### src/rtl/serial_arith_pkg.sv
// Shared definitions for the serial arithmetic cells: FSM state encoding and
// counter sizing helper.
package serial_arith_pkg;

  typedef enum logic [1:0] {
    ST_IDLE  = 2'd0,
    ST_SHIFT = 2'd1,
    ST_DONE  = 2'd2
  } state_t;

  // Ceiling log2; returns at least 1 so a counter always has one bit.
  function automatic int unsigned clog2(input int unsigned value);
    int unsigned r;
    r = 1;
    for (int unsigned i = 1; i < 32; i++) begin
      if ((64'd1 << i) < 64'(value)) r = i + 1;
    end
    return r;
  endfunction

endpackage

### src/rtl/f_subtractor.sv
// One-bit full subtractor: d = a - b - bin, with borrow-out.
module f_subtractor (
  input  logic a,
  input  logic b,
  input  logic bin,
  output logic d,
  output logic bout
);

  always_comb begin
    d    = a ^ b ^ bin;
    bout = (~a & b) | (~(a ^ b) & bin);
  end

endmodule

### src/rtl/serial_subtractor.sv
// Bit-serial subtractor, LSB first, one bit per clock, start/busy/done handshake.
// Define SERIAL_SUB_OVF_EN to add the signed-overflow output ovf.
import serial_arith_pkg::*;

module serial_subtractor #(
  parameter int unsigned WIDTH = 8
) (
  input  logic             clk,
  input  logic             rst,
  input  logic             start,
  input  logic [WIDTH-1:0] a,
  input  logic [WIDTH-1:0] b,
  output logic             busy,
  output logic             done,
  output logic [WIDTH-1:0] diff,
  output logic             borrow
`ifdef SERIAL_SUB_OVF_EN
  ,
  output logic             ovf
`endif
);

  localparam int unsigned CW = clog2(WIDTH);

  state_t           state;
  logic [WIDTH-1:0] a_sr;
  logic [WIDTH-1:0] b_sr;
  logic [WIDTH-1:0] res_sr;
  logic             borrow_ff;
  logic [CW-1:0]    cnt;
  logic             d;
  logic             bout;
`ifdef SERIAL_SUB_OVF_EN
  logic [1:0]       msb_q;
`endif

  f_subtractor u_bit (
    .a    (a_sr[0]),
    .b    (b_sr[0]),
    .bin  (borrow_ff),
    .d    (d),
    .bout (bout)
  );

  always_ff @(posedge clk or posedge rst) begin
    if (rst) begin
      state     <= ST_IDLE;
      a_sr      <= '0;
      b_sr      <= '0;
      res_sr    <= '0;
      borrow_ff <= 1'b0;
      cnt       <= '0;
      busy      <= 1'b0;
      done      <= 1'b0;
      diff      <= '0;
      borrow    <= 1'b0;
`ifdef SERIAL_SUB_OVF_EN
      msb_q     <= '0;
      ovf       <= 1'b0;
`endif
    end else begin
      case (state)
        ST_IDLE: begin
          done <= 1'b0;
          if (start) begin
            a_sr      <= a;
            b_sr      <= b;
            borrow_ff <= 1'b0;
            cnt       <= '0;
            busy      <= 1'b1;
            state     <= ST_SHIFT;
`ifdef SERIAL_SUB_OVF_EN
            msb_q     <= {a[WIDTH-1], b[WIDTH-1]};
`endif
          end
        end
        ST_SHIFT: begin
          res_sr    <= {d, res_sr[WIDTH-1:1]};
          a_sr      <= a_sr >> 1;
          b_sr      <= b_sr >> 1;
          borrow_ff <= bout;
          cnt       <= cnt + 1'b1;
          // Final bit: publish the result straight from the slice so diff
          // only changes on this edge and never during shifting.
          if (cnt == CW'(WIDTH - 1)) begin
            diff   <= {d, res_sr[WIDTH-1:1]};
            borrow <= bout;
`ifdef SERIAL_SUB_OVF_EN
            ovf    <= (msb_q[1] != msb_q[0]) && (d != msb_q[1]);
`endif
            busy   <= 1'b0;
            done   <= 1'b1;
            state  <= ST_DONE;
          end
        end
        ST_DONE: begin
          done  <= 1'b0;
          state <= ST_IDLE;
        end
        default: begin
          busy  <= 1'b0;
          done  <= 1'b0;
          state <= ST_IDLE;
        end
      endcase
    end
  end

endmodule

### config.mk
export PLATFORM = sky130hd
export DESIGN_NAME = serial_subtractor
export DESIGN_NICKNAME = d
export VERILOG_FILES = /design/src/rtl/serial_arith_pkg.sv /design/src/rtl/f_subtractor.sv /design/src/rtl/serial_subtractor.sv
export SDC_FILE = /design/constraint.sdc
export NUM_CORES = 1
export LEC_CHECK = 0
export ABC_AREA = 0
export CAP_MARGIN = 20
export CORE_MARGIN = 10
export CORE_UTILIZATION = 35
export DETAILED_ROUTE_END_ITERATION = 16
export PLACE_DENSITY = 0.62
export SYNTH_ARGS = -nofsm -noshare
export SYNTH_HDL_FRONTEND = slang
export SYNTH_SLANG_ARGS = --single-unit
### constraint.sdc
create_clock -name clk -period 1.71 [get_ports clk]
set_input_delay 0.2565 -clock clk [delete_from_list [all_inputs] [get_ports clk]]
set_output_delay 0.2565 -clock clk [all_outputs]
set_load 0.01 [all_outputs]
# Yosys cells after proc, flatten, opt, wreduce, memory -nomap -nowiden
# Index checks and enable logic that the tools add are counted.
[totals]
wordCells = 46
inputBits = 19
regBits = 41
out_inout_bits = 11
[classes]
n_eq_ne = 5
n_bitwise = 8
add_sub_neg = 1
n_reduce_logical = 6
muxes = 16
[op_table]
columns = ["op", "n"]
rows = [
  ["8-bit one-hot mux with 2 select lines", 2],
  ["8-bit two-way mux", 2],
  ["3-bit one-hot mux with 2 select lines", 1],
  ["2-bit AND reduction", 3],
  ["1-bit two-way mux", 5],
  ["2-bit two-way mux", 2],
  ["2-bit != test, second input constant", 2],
  ["2-bit one-hot mux with 2 select lines", 1],
  ["3-bit by 1-bit adder with 3-bit output, second input constant", 1],
  ["3-bit == test, second input constant", 1],
  ["3-bit two-way mux", 1],
  ["1-bit inverter", 3],
  ["1-bit one-hot mux with 3 select lines", 1],
  ["3-bit AND reduction", 1],
  ["1-bit bitwise AND", 2],
  ["2-bit by 1-bit == test with 1-bit output, second input constant", 1],
  ["2-bit == test, second input constant", 1],
  ["2-bit zero test", 1],
  ["1-bit one-hot mux with 2 select lines", 1],
  ["2-bit nonzero test", 1],
  ["1-bit bitwise XOR", 2],
  ["1-bit OR", 1],
]

# Logic depth before layout (Yosys ltp)
[logic_depth]
ltp_word = 5
ltp_mapped = 6
depth_no_buf = 5

# Modules after synthesis
# A second synthesis with hierarchy kept.
[unflattened]
hier_cells = 164
area_unflattened_um2 = 1890.6
[by_module_without_submodules]
columns = ["mod", "cells_per_inst", "area_each_um2", "seq_area_each_um2", "instances"]
rows = [
  ["serial_subtractor", 160, 1859.3, 1001.0, 1],
  ["f_subtractor", 4, 31.3, 0.0, 1],
]

# Least setup slack after synthesis
# Ideal clock, no wire load.
[synth_path]
path_kind = "register to register"
startpoint = "reg cnt[0]"
endpoint = "reg diff[0]"
required_ns = 1.585
period_less_slack_ns = 1.448
slack_ns = 0.262
arrival_time_ns = 1.323
path_stages_with_launch = 6
n_path_buf = 1
setup_time_ns = 0.125
cell_sequence = "dfrtp_1 > ha_1 > ha_1 > nand3b_4 > buf_6 > mux2_4"
[synth_between]
elab_chain_cells = 2
[synth_lines]
columns = ["element", "line", "text"]
rows = [
  ["start: declaration", "serial_subtractor.sv:30", "logic [CW-1:0] cnt;"],
  ["start signal: assignment", "serial_subtractor.sv:82", "cnt <= cnt + 1'b1;"],
  ["3-bit == test", "serial_subtractor.sv:85", "if (cnt == CW'(WIDTH - 1)) begin"],
  ["2-bit AND reduction (no source line)", "-", ""],
  ["end signal: assignment", "serial_subtractor.sv:86", "diff <= {d, res_sr[WIDTH-1:1]};"],
  ["end: declaration", "serial_subtractor.sv:15", "output logic [WIDTH-1:0] diff,"],
]
# Every way passes these cells.
# A chain may end at the register's enable or synchronous reset.

# Worst setup path after layout
[layout_path]
startpoint = "reg cnt[0]"
endpoint = "reg diff[7]"
# Same word-level chain as after synthesis.

==> impl_metrics.yaml <==
clock_network:
  clock_latency_ns: 0.29
  cts_sinks: 40
  ctsHoldBuffers: 0
  cts_max_level: 2
  cts_buffer_depth: 2
  cts-root-buf: "clkbuf_8"
  clk_pin_slew_ns: 0.08
  cts-resized-gates: 0
  cts_tree: "yes"
  post-cts-setup-buffer-count: 0
  cts_buffers: 5
logic_synthesis:
  synth.net_count: 181
  avgSynthCellArea_um2: 11.6
  synthCells: 159
  ys_types: 30
  ys_ff_latch: 40
  ys_warn_count: 0
  syn_area_mm2: 0.00184
  yosysSeqAreaShare_pct: 54.3
sta:
  worstMarginPinSlew_ns: 0.352
  final_hold_viol_count: 0
  rsz0062_at_grt: "false"
  min_period_ns: 1.52
  timing.final.crit_share_pct: 88.8
  skew_ns: 0.00900
  slew_violations: 0
  fmaxAchievable_ghz: 0.658
  slew_headroom_pct: 76.5
  setup_viol: 0
  setup_tns_ns: 0
grt:
  use_met2_pct: 14.1
  grt_pass1_wl_mm: 6.40
  grt_pass1_vias: 1325
  antenna_found_initial: 0
  grt_use_met3_pct: 3.31
  grt-busiest-layer: "met2"
  track_usage_pct: 9.30
  use_met1_pct: 11.8
  grt_max_degree: 41
  grt-ovfl-total: 0
job:
  drv_cap: 0
floorplan:
  dieArea_mm2: 0.00857
  start_util_pct: 36.1
  die_y_um: 92.6
  die_w_um: 92.6
  rows: 26
  io_pins: 30
  core_mm2: 0.00511
routing:
  vias_per_cell: 4.66
  drt-initial-drc-count: 47
  via_count: 1225
  postRouteWirelength_mm: 3.64
  drc_errors: 0
  ant_nets: 0
  wl_per_cell_um: 13.8
  first_pass_iters: 4
critical_path:
  cp.depth: 4
  critPathMaxFanout: 11
  crit_chain: "ha_1 -> ha_1 -> nand3b_4 -> mux2_2"
  required_ns: 1.89
  crit_type: "flop to flop"
  cp_num_buf_inv: 0
  crit_top_cell: "ha_1"
  max_stage_delay_ns: 0.40
  crit_path_end_kind: "flop"
  setup.worst_path.start_class: "flop"
  crit_arrival_ns: 1.70
  path_delay_family: "adder cells"
  rr_worst_depth: 4
  critPathSlowestCell: "dfrtp_1"
final_layout:
  register_area_mm2: 0.00100
  fillCellCount: 502
  final_common_cell: "dfrtp_1"
  multiInputGateArea_um2: 723
  final_net_count: 214
  syn_to_final_growth_pct: 24.9
  drive_above_1_share_pct: 15.0
  antenna_cells: 0
  final_cell_mix: "dfrtp_1 (40), clkdlybuf4s50_1 (29), nand2_1 (26), nor3b_1 (11), inv_1 (10)"
  instances_no_fill: 263
place:
  dp_cells: 255
  hpwl_mm: 2.62
  globalplace.congestion: 0.749
  portBuffers: 29
status:
  status: "completed"
power_and_ir_drop:
  peakVddDrop_mv: 0.471
  p_leak_uw: 0.00105
  powerDensity_mw_per_mm2: 1700
min_path:
  hp-class: "primary input to async pin"
==> tightest hold or removal path, cell delays in order <==
cell and delay (ns):
clkdlybuf4s50_1 0.39, inv_1 0.09, buf_12 0.23
==> sequential cells by signal (all words and copies together), names as in the netlist <==
| register | cells |
|---|---|
| a_sr | 8 |
| b_sr | 8 |
| borrow | 1 |
| borrow_ff | 1 |
| busy | 1 |
| cnt | 3 |
| diff | 8 |
| done | 1 |
| res_sr | 7 |
| state | 2 |
==> power by group <==
part	switching [µW]	leakage, µW	total [µW]	internal (µW)
clock network	318	0.0000510	640	322
registers	239	0.000489	1620	1380
logic	756	0.000507	1660	900
==> cell families (layout without fill, tap and decap cells) <==
group | after synthesis | after routing | synth area share [%]
and+or+nand+nor | 57 | 57 | 17.4
muxes | 8 | 8 | 6.31
buffers and inverters | 19 | 53 | 6.45
adders and majority gates | 3 | 3 | 2.44
DFF | 40 | 40 | 54.3
AOI/OAI and AO/OA | 32 | 32 | 13.0
==> stage by stage <==
stage	setup WS, ns	power, µW	hold slack [ns]	cell area (µm²)	utilization [%]
after floorplan	0.262	2760	0.384	1840	-
after global placement	0.173	3290	0.460	2210	43.3
after detailed placement	0.116	3340	0.471	2210	43.3
after CTS	0.170	3990	0.321	2300	45.1
after global routing	0.131	4260	0.368	2300	45.1
final	0.191	3920	0.313	2300	45.1
==> per-layer routing <==
metal	up-vias	wire length (µm)
met2	18	1740
met5	-	0
met1	594	1690
met3	2	157
met4	0	48
li1	611	-
==> area by class of cell <==
class | count | share of cell area, %
Sequential cell | 40 | 43.5
Multi-Input combinational cell | 100 | 31.4
Timing Repair Buffer | 35 | 15.7
Tap cell | 70 | 3.80
Clock buffer | 6 | 3.59
Inverter | 10 | 1.63
Clock inverter | 2 | 0.435
==> synthesized netlist by cell type <==
cell type,instances,area (µm²)
clkbuf_4,1,7.51
o21bai_4,1,18.8
nand3b_4,1,20.0
o22a_1,6,52.6
fa_1,1,20.0
and2b_1,1,7.51
nor2_2,1,6.26
a221oi_1,6,52.6
o21ai_0,5,25.0
nand2_1,26,97.6
o22ai_1,1,6.26
o221a_2,2,22.5
nand3b_1,2,15.0
buf_2,2,10.0
o21ai_1,2,10.0
ha_1,2,25.0
nor2b_1,7,43.8
mux2_4,7,105
buf_4,1,7.51
nand2b_1,1,6.26
mux2_2,1,11.3
dfrtp_1,40,1000
nor2_1,5,18.8
nor2_4,1,11.3
nor3b_2,1,12.5
a21oi_1,7,35.0
buf_6,5,56.3
a22o_1,2,17.5
inv_1,10,37.5
nor3b_1,11,82.6
==> worst paths after layout <==
kind	startpoint	end	slack (ns)
min in group clk	res_sr[1]$_DFFE_PP0P_	res_sr[1]$_DFFE_PP0P_	0.48
worst min-delay path	rst	diff[2]$_DFFE_PP0P_	0.31
worst max-delay path	cnt[0]$_DFFE_PP0P_	diff[7]$_DFFE_PP0P_	0.19
max in group asynchronous	rst	borrow_ff$_DFFE_PP0P_	1.19
worst min register to register	res_sr[1]$_DFFE_PP0P_	res_sr[1]$_DFFE_PP0P_	0.48
worst max register to register	cnt[0]$_DFFE_PP0P_	diff[7]$_DFFE_PP0P_	0.19
Power figures use the tool's default switching activity.
